`config.mk`:
```
export PLATFORM = sky130hd
export DESIGN_NAME = drone_fsm
export DESIGN_NICKNAME = d
export VERILOG_FILES = /design/src/rtl/drone_fsm_pkg.sv /design/src/rtl/drone_fsm_timer.sv /design/src/rtl/drone_fsm.sv
export SDC_FILE = /design/constraint.sdc
export NUM_CORES = 1
export LEC_CHECK = 0
export CAP_MARGIN = 10
export CORE_AREA = 2 2 39 41
export CTS_CLUSTER_DIAMETER = 30
export DETAILED_ROUTE_END_ITERATION = 16
export DIE_AREA = 0 0 41 43
export PLACE_DENSITY_LB_ADDON = 0.2
export SLEW_MARGIN = 0
export SYNTH_ARGS = -nofsm -noshare
export SYNTH_HDL_FRONTEND = slang
export SYNTH_SLANG_ARGS = --single-unit
export TNS_END_PERCENT = 10
```
`constraint.sdc`:
```
create_clock -name clk -period 2.11 [get_ports clk]
set_input_delay 0.3165 -clock clk [delete_from_list [all_inputs] [get_ports clk]]
set_output_delay 0.3165 -clock clk [all_outputs]
set_load 0.01 [all_outputs]
```
`src/rtl/drone_fsm_pkg.sv`:
```
// drone_fsm_pkg
//
// Purpose: shared types and constants for the flight-sequencing controller.
//   - flightState_e : the four flight phases of the controller
//   - DEF_*_CYCLES  : default confirmation / takeoff / landing durations
//   - counterWidth  : width needed to hold the largest of the three counts
//
// Ports: none (package).

package drone_fsm_pkg;

    typedef enum logic [1:0] {
        IDLE    = 2'd0,
        TAKEOFF = 2'd1,
        FLY     = 2'd2,
        LANDING = 2'd3
    } flightState_e;

    localparam int DEF_CONFIRM_CYCLES = 2;
    localparam int DEF_TAKEOFF_CYCLES = 4;
    localparam int DEF_LAND_CYCLES    = 4;

    // Bits needed to hold any value 0..max(a, b, c) without wrapping.
    function automatic int counterWidth(input int a, input int b, input int c);
        int m;
        m = a;
        if (b > m) m = b;
        if (c > m) m = c;
        return $clog2(m + 1);
    endfunction

endpackage

```
`src/rtl/drone_fsm_timer.sv`:
```
// drone_fsm_timer
//
// Purpose: loadable down-counter shared by the TAKEOFF and LANDING phases.
//   A load of N makes expired_o rise during the N-th cycle after the load,
//   so the owning state lasts exactly N cycles when it leaves on expired_o.
//
// Ports:
//   clk          in   system clock, rising edge
//   reset        in   asynchronous reset, active low
//   load_i       in   load load_val_i into the counter on this edge
//   load_val_i   in   phase length in cycles (>= 1)
//   expired_o    out  high during the last cycle of the loaded phase

module drone_fsm_timer #(
    parameter int WIDTH = 3
) (
    input  logic             clk,
    input  logic             reset,
    input  logic             load_i,
    input  logic [WIDTH-1:0] load_val_i,
    output logic             expired_o
);

    logic [WIDTH-1:0] count_q;
    logic [WIDTH-1:0] count_d;

    // Load wins over counting; once at zero the counter rests there.
    always_comb begin
        count_d = count_q;
        if (load_i) begin
            count_d = load_val_i;
        end else if (count_q != '0) begin
            count_d = count_q - 1'b1;
        end
    end

    always_ff @(posedge clk or negedge reset) begin
        if (!reset) begin
            count_q <= '0;
        end else begin
            count_q <= count_d;
        end
    end

    // A value of one means the coming edge ends the phase.
    assign expired_o = (count_q == WIDTH'(1));

endmodule

```
`src/rtl/drone_fsm.sv`:
```
// drone_fsm
//
// Purpose: flight-sequencing controller. Issues a timed takeoff once the
//   gyro self-test and receiver link have been healthy for CONFIRM_CYCLES
//   consecutive edges, and a timed landing whenever either fails after
//   takeoff has begun.
//
// Ports:
//   clk            in   system clock, rising edge
//   reset          in   asynchronous reset, active low
//   gyrocheck      in   gyro self-test pass (1 = healthy)
//   reciverenable  in   receiver link valid (1 = healthy)
//   takeoff        out  climb command, high exactly while in TAKEOFF
//   landing        out  descend command, high exactly while in LANDING

module drone_fsm
    import drone_fsm_pkg::*;
#(
    parameter int CONFIRM_CYCLES = DEF_CONFIRM_CYCLES,
    parameter int TAKEOFF_CYCLES = DEF_TAKEOFF_CYCLES,
    parameter int LAND_CYCLES    = DEF_LAND_CYCLES
) (
    input  logic clk,
    input  logic reset,
    input  logic gyrocheck,
    input  logic reciverenable,
    output logic takeoff,
    output logic landing
);

    localparam int CNT_W = counterWidth(CONFIRM_CYCLES, TAKEOFF_CYCLES, LAND_CYCLES);

    localparam logic [CNT_W-1:0] CONFIRM_LAST = CNT_W'(CONFIRM_CYCLES - 1);
    localparam logic [CNT_W-1:0] TAKEOFF_LOAD = CNT_W'(TAKEOFF_CYCLES);
    localparam logic [CNT_W-1:0] LAND_LOAD    = CNT_W'(LAND_CYCLES);

    flightState_e     state_q;
    flightState_e     state_d;
    logic [CNT_W-1:0] confirm_q;
    logic [CNT_W-1:0] confirm_d;
    logic             takeoff_q;
    logic             landing_q;

    logic             healthy;
    logic             timerLoad;
    logic [CNT_W-1:0] timerLoadVal;
    logic             timerExpired;

    assign healthy = gyrocheck & reciverenable;

    drone_fsm_timer #(
        .WIDTH(CNT_W)
    ) u_timer (
        .clk       (clk),
        .reset     (reset),
        .load_i    (timerLoad),
        .load_val_i(timerLoadVal),
        .expired_o (timerExpired)
    );

    // Next-state and confirm-counter logic. The confirm counter only counts
    // in IDLE and is zero in every other state, so each return to IDLE needs
    // a fresh full confirmation. Transition happens on the edge that would
    // complete the confirmation, hence the compare against CONFIRM_CYCLES-1.
    always_comb begin
        state_d      = state_q;
        confirm_d    = '0;
        timerLoad    = 1'b0;
        timerLoadVal = '0;

        case (state_q)
            IDLE: begin
                if (healthy) begin
                    if (confirm_q >= CONFIRM_LAST) begin
                        state_d      = TAKEOFF;
                        timerLoad    = 1'b1;
                        timerLoadVal = TAKEOFF_LOAD;
                    end else begin
                        confirm_d = confirm_q + 1'b1;
                    end
                end
            end

            // Abort is checked first so a dropout on the expiry edge lands.
            TAKEOFF: begin
                if (!healthy) begin
                    state_d      = LANDING;
                    timerLoad    = 1'b1;
                    timerLoadVal = LAND_LOAD;
                end else if (timerExpired) begin
                    state_d = FLY;
                end
            end

            FLY: begin
                if (!healthy) begin
                    state_d      = LANDING;
                    timerLoad    = 1'b1;
                    timerLoadVal = LAND_LOAD;
                end
            end

            LANDING: begin
                if (timerExpired) begin
                    state_d = IDLE;
                end
            end

            default: begin
                state_d = IDLE;
            end
        endcase
    end

    // State register with outputs registered from the next state, so the
    // commands change on the same edge as the state and never glitch.
    always_ff @(posedge clk or negedge reset) begin
        if (!reset) begin
            state_q   <= IDLE;
            confirm_q <= '0;
            takeoff_q <= 1'b0;
            landing_q <= 1'b0;
        end else begin
            state_q   <= state_d;
            confirm_q <= confirm_d;
            takeoff_q <= (state_d == TAKEOFF);
            landing_q <= (state_d == LANDING);
        end
    end

    assign takeoff = takeoff_q;
    assign landing = landing_q;

endmodule

```
# After elaboration in Yosys (flattened, before gate mapping)
# Index checks and enable logic that the tools add are counted.
[word_totals] output_inout_bits=2 ff_bits=10 inputBits=4
[classes] mux=20 n_reduce_logical=4 magnitude_cmp=1 n_bitwise=1 n_eq_ne=6 n_addsub=2
[op_table] operator="$mux W3" count=8
[op_table] operator="$mux W2" count=6
[op_table] operator="$pmux W2 S4" count=1
[op_table] operator="$eq A2 B2 Y1 const B" count=3
[op_table] operator="$pmux W3 S2" count=1
[op_table] operator="$eq A2 B1 Y1 const B" count=2
[op_table] operator="$add A3 B1 Y3 const B" count=1
[op_table] operator="$eq A3 B1 Y1 const B" count=1
[op_table] operator="$ge A3 B1 Y1 const B" count=1
[op_table] operator="$mux W1" count=3
[op_table] operator="$reduce_bool A3 Y1" count=1
[op_table] operator="$sub A3 B1 Y3 const B" count=1
[op_table] operator="$logic_not A2 Y1" count=1
[op_table] operator="$pmux W1 S2" count=1
[op_table] operator="$reduce_bool A2 Y1" count=1
[op_table] operator="$reduce_or A2 Y1" count=1
[op_table] operator="$and A1 B1 Y1" count=1

# Logic depth before layout (Yosys ltp)
[depth] depth_word=5 mapped_depth=6 ltp_nobuf=6

# Modules after synthesis
# Synthesis repeated with hierarchy kept, for this count alone.
[hier_totals] hier_cells=63 area_unflattened_um2=656.9
[by_module_without_submodules] module="drone_fsm" cells_per_inst=41 instances=1 area_each_um2=437.9
[by_module_without_submodules] module="drone_fsm_timer" cells_per_inst=22 instances=1 area_each_um2=219.0

# Worst setup path after synthesis
# Ideal clock, no wire load.
[synth_timing] path_type="register to register" start="register confirm_q[0]" end="register landing_q, in the netlist landing" stages_incl_launch_ff=6 path_slack_ns=0.348 setup_ns=0.135 path_buffers=0 t_arrival_ns=1.627 cell_sequence="dfrtp_1 > ha_1 > or4_4 > nor2b_4 > a221oi_1 > nor2b_1"
[synth_between] elab_chain_cells=5
[synth_rtl] item="from (decl)" line_no="drone_fsm.sv:39" source="logic [CNT_W-1:0] confirm_q;"
[synth_rtl] item="from (signal assigned)" line_no="drone_fsm.sv:125" source="confirm_q <= confirm_d;"
[synth_rtl] item="$ge A3 B1 Y1" line_no="drone_fsm.sv:74" source="if (confirm_q >= CONFIRM_LAST) begin"
[synth_rtl] item="$mux W2" line_no="drone_fsm.sv:74"
[synth_rtl] item="$mux W2" line_no="drone_fsm.sv:73" source="if (healthy) begin"
[synth_rtl] item="$pmux W2 S4" line_no="drone_fsm.sv:71" source="case (state_q)"
[synth_rtl] item="$eq A2 B2 Y1" line_no="drone_fsm.sv:127" source="landing_q <= (state_d == LANDING);"
[synth_rtl] item="to (signal assigned)" line_no="drone_fsm.sv:127"
[synth_rtl] item="to (decl)" line_no="drone_fsm.sv:42" source="logic landing_q;"
# No other way between the ends.
# A chain may end at the register's enable or synchronous reset.

# Final worst setup path
[layout_timing] start="register confirm_q[0]" end="register state_q[0]"
[layout_between] elab_chain_cells=4
[layout_rtl] item="$ge A3 B1 Y1" line_no="drone_fsm.sv:74"
[layout_rtl] item="$mux W2" line_no="drone_fsm.sv:74"
[layout_rtl] item="$mux W2" line_no="drone_fsm.sv:73"
[layout_rtl] item="$pmux W2 S4" line_no="drone_fsm.sv:71"
[layout_rtl] item="named net state_d[0]" line_no="drone_fsm.sv:38" source="flightState_e state_d;"
[layout_rtl] item="to (signal assigned)" line_no="drone_fsm.sv:124" source="state_q <= state_d;"
[layout_rtl] item="to (decl)" line_no="drone_fsm.sv:37" source="flightState_e state_q;"
# The timed path passes the listed nets, and every way through them passes these cells.

==> results by group <==
Routing
  • DRT Wirelength: around 930 µm
  • DRC viols: 0
  • TritonRoute pass-1 iters: 2
  • Vias: 398
  • DRT iter0 DRCs: 7
  • WL per Instance: 11.5 µm
  • Antenna Violating Nets Remaining: 0
  • Vias per inst: 4.91

Timing
  • WHS: 0.358 ns
  • Worst slew pin tran: about 0.47 ns
  • Max_slew headroom: 0.684
  • Endpoints failing hold: 0
  • Fin. max-slew vios: 0
  • Final setup fails: 0
  • Unrepaired setup endpoints after global routing: no
  • Fmax: 539 MHz
  • Setup TNS: 0 ns
  • Final WS setup: 0.254 ns
  • Final worst-path cycle share: 0.880
  • Clk_skew: 0.00145 ns
  • Period minus WS final: 1.86 ns

Die
  • DIE AREA: 1760 µm²
  • Core area: 1380 µm²
  • I/O pins: 6
  • Chip width: a little over 40 µm
  • Initial core utilization: 0.433
  • Vert. Die Dim: 43 µm
  • Row count: 14

GRT
  • Number of global-route vias before repair: 384
  • Initial antenna violation count: 0
  • Overflow after GRT: 0
  • GRT Util Overall: 0.132
  • First-pass GRT wire length: 1500 µm
  • Largest net degree at the start of global routing: 11

Clock network
  • CTS HTree Levels: 1
  • Clk sinks: 10
  • Post-CTS Hold Buffers: 0
  • Post-CTS Resized: 0
  • CTS tree: done
  • Clk root buf: clkbuf_4
  • Setup Fix Bufs, Post-CTS: 0
  • Inserted Clock Buffers: 3
  • Bufs on Longest Clock Path: 2
  • Clk_lat worst skew: 0.26 ns
  • Clock-pin slew on the worst setup and hold paths: ~0.06 ns

Critical path
  • Arr. time, crit path: 1.99 ns
  • CP max-delay cell: or4_4
  • RR Endpoint: state_q[0]
  • CP Launch Type: flop
  • R2r worst-path depth: 5
  • Buf/Inv on CP: 1
  • Critical path peak fanout: 4
  • CP cell instances: ha_1 -> or4_4 -> nor2b_4 -> a221oi_1 -> inv_1
  • R2r setup slk: 0.25 ns
  • CP delay by family, top: simple AND/OR/NAND/NOR gates
  • Crit path kind: flop to flop
  • CP peak stage delay: approximately 0.55 ns
  • FF-to-FF Start: confirm_q[0]
  • Critical Path RT: 2.25 ns
  • Crit. End Element: flop

Finish
  • Layout cell share with drive strength beyond 1: 0.138
  • Final net count: 79
  • # diodes: 0
  • P&R area growth vs syn: 17.7%

Synthesis
  • Post-synth EDFFs: 0
  • Yosys top cell by area: dfrtp_1
  • Commonest cells post-synth: dfrtp_1 (10), ha_1 (9), nor2_1 (8)
  • Yosys top cell area share: 0.418
  • Mapped Area: 599 µm²
  • Post-synthesis net count: 69
  • Synthesized area per cell: 10.7 µm²
  • Synth async-reset ratio: 1.00
  • Cells after Synth: 56
  • Most frequent cell after synthesis: dfrtp_1
  • Synth cell types: 23
  • Post-synthesis sequential area ratio: 0.418
  • Flops & latches, synth: 10
  • Top post-synthesis cells by area: dfrtp_1 (42%), ha_1 (19%), nor2_1 (5.0%)
  • Synth warnings: 0
  • Top FF cell, synth: dfrtp_1

Placement
  • # port buffers: 5
  • Routability cong.: just under 0.7
  • Pre-CTS setup slack: 0.261 ns
  • Post-DP HPWL: 756 µm

Flow run
  • Max-cap violations: 0

Power and ir drop
  • Worst vdd ir: 0.000655 V
  • PwrDens: ~1400 nW/µm²
  • Leak: 0.000331 µW

Run status
  • Status: finished, final reports clean

Min path
  • Worst Hold Class: primary input to asynchronous set/reset pin
==> flip-flops by register name, summed over array words and instances, names as in the netlist <==
register	count
confirm_q	3
landing	1
state_q	2
takeoff	1
u_timer.count_q	3
==> per-layer routing <==
metal	vias up	routed length, µm	global-route usage
li1	206	-	-
met1	184	427	0.148
met2	8	453	0.203
met3	0	49	0.0942
met4	0	0	0.0200
met5	-	0	0
==> where the power goes <==
part | switching [µW] | internal [µW] | total, µW | leakage [µW]
logic | 254 | 250 | 504 | 0.000182
clock network | 60.4 | 105 | 165 | 0.0000210
registers | 58.4 | 263 | 322 | 0.000128
==> worst max-delay path by stage <==
| stage | startpoint | to | slack, ns | depth (start not counted) |
|---|---|---|---|---|
| 2_1_floorplan | confirm_q[0] | landing | 0.35 | 5 |
| 3_3_place_gp | confirm_q[0] | landing | 0.30 | 5 |
| 3_5_place_dp | confirm_q[0] | state_q[0] | 0.26 | 5 |
| 4_1_cts | confirm_q[0] | state_q[0] | 0.24 | 5 |
| 5_1_grt | confirm_q[1] | state_q[0] | 0.14 | 6 |
| 6_report | confirm_q[0] | state_q[0] | 0.25 | 5 |
==> kinds of logic after synthesis <==
logic type | count (synthesis) | synth area share
simple gates | 23 | 0.242
xor+xnor | 1 | 0.0146
compound gates | 7 | 0.100
buf+inv | 6 | 0.0376
fa+ha+maj | 9 | 0.188
flops | 10 | 0.418
==> cells in the final DEF (no fill, tap or decap), drive strengths merged, types with 2 or more instances in the layout <==
cell type      count
nor2b              4
clkbuf             4
inv                6
clkdlybuf4s50      5
nor2               8
dfrtp             10
nor4               2
nand2              2
ha                 9
nand2b             2
==> per-stage QoR <==
stage	utilization	power (µW)	cell area, µm²	instances
2_1_floorplan	-	719	599	56
5_1_grt	0.510	1080	706	81
3_3_place_gp	0.484	834	669	77
4_1_cts	0.510	1010	706	81
3_5_place_dp	0.484	838	669	77
6_report	0.510	991	706	81
==> final cells by class <==
type / count / area (µm²)
Fill cell: 137 / 678
Multi-Input combinational cell: 40 / 327
Sequential cell: 10 / 250
Timing Repair Buffer: 5 / 50.0
Clock buffer: 4 / 36.3
Inverter: 6 / 22.5
Tap cell: 16 / 20.0
No activity file was read; power rests on OpenSTA's default activity.
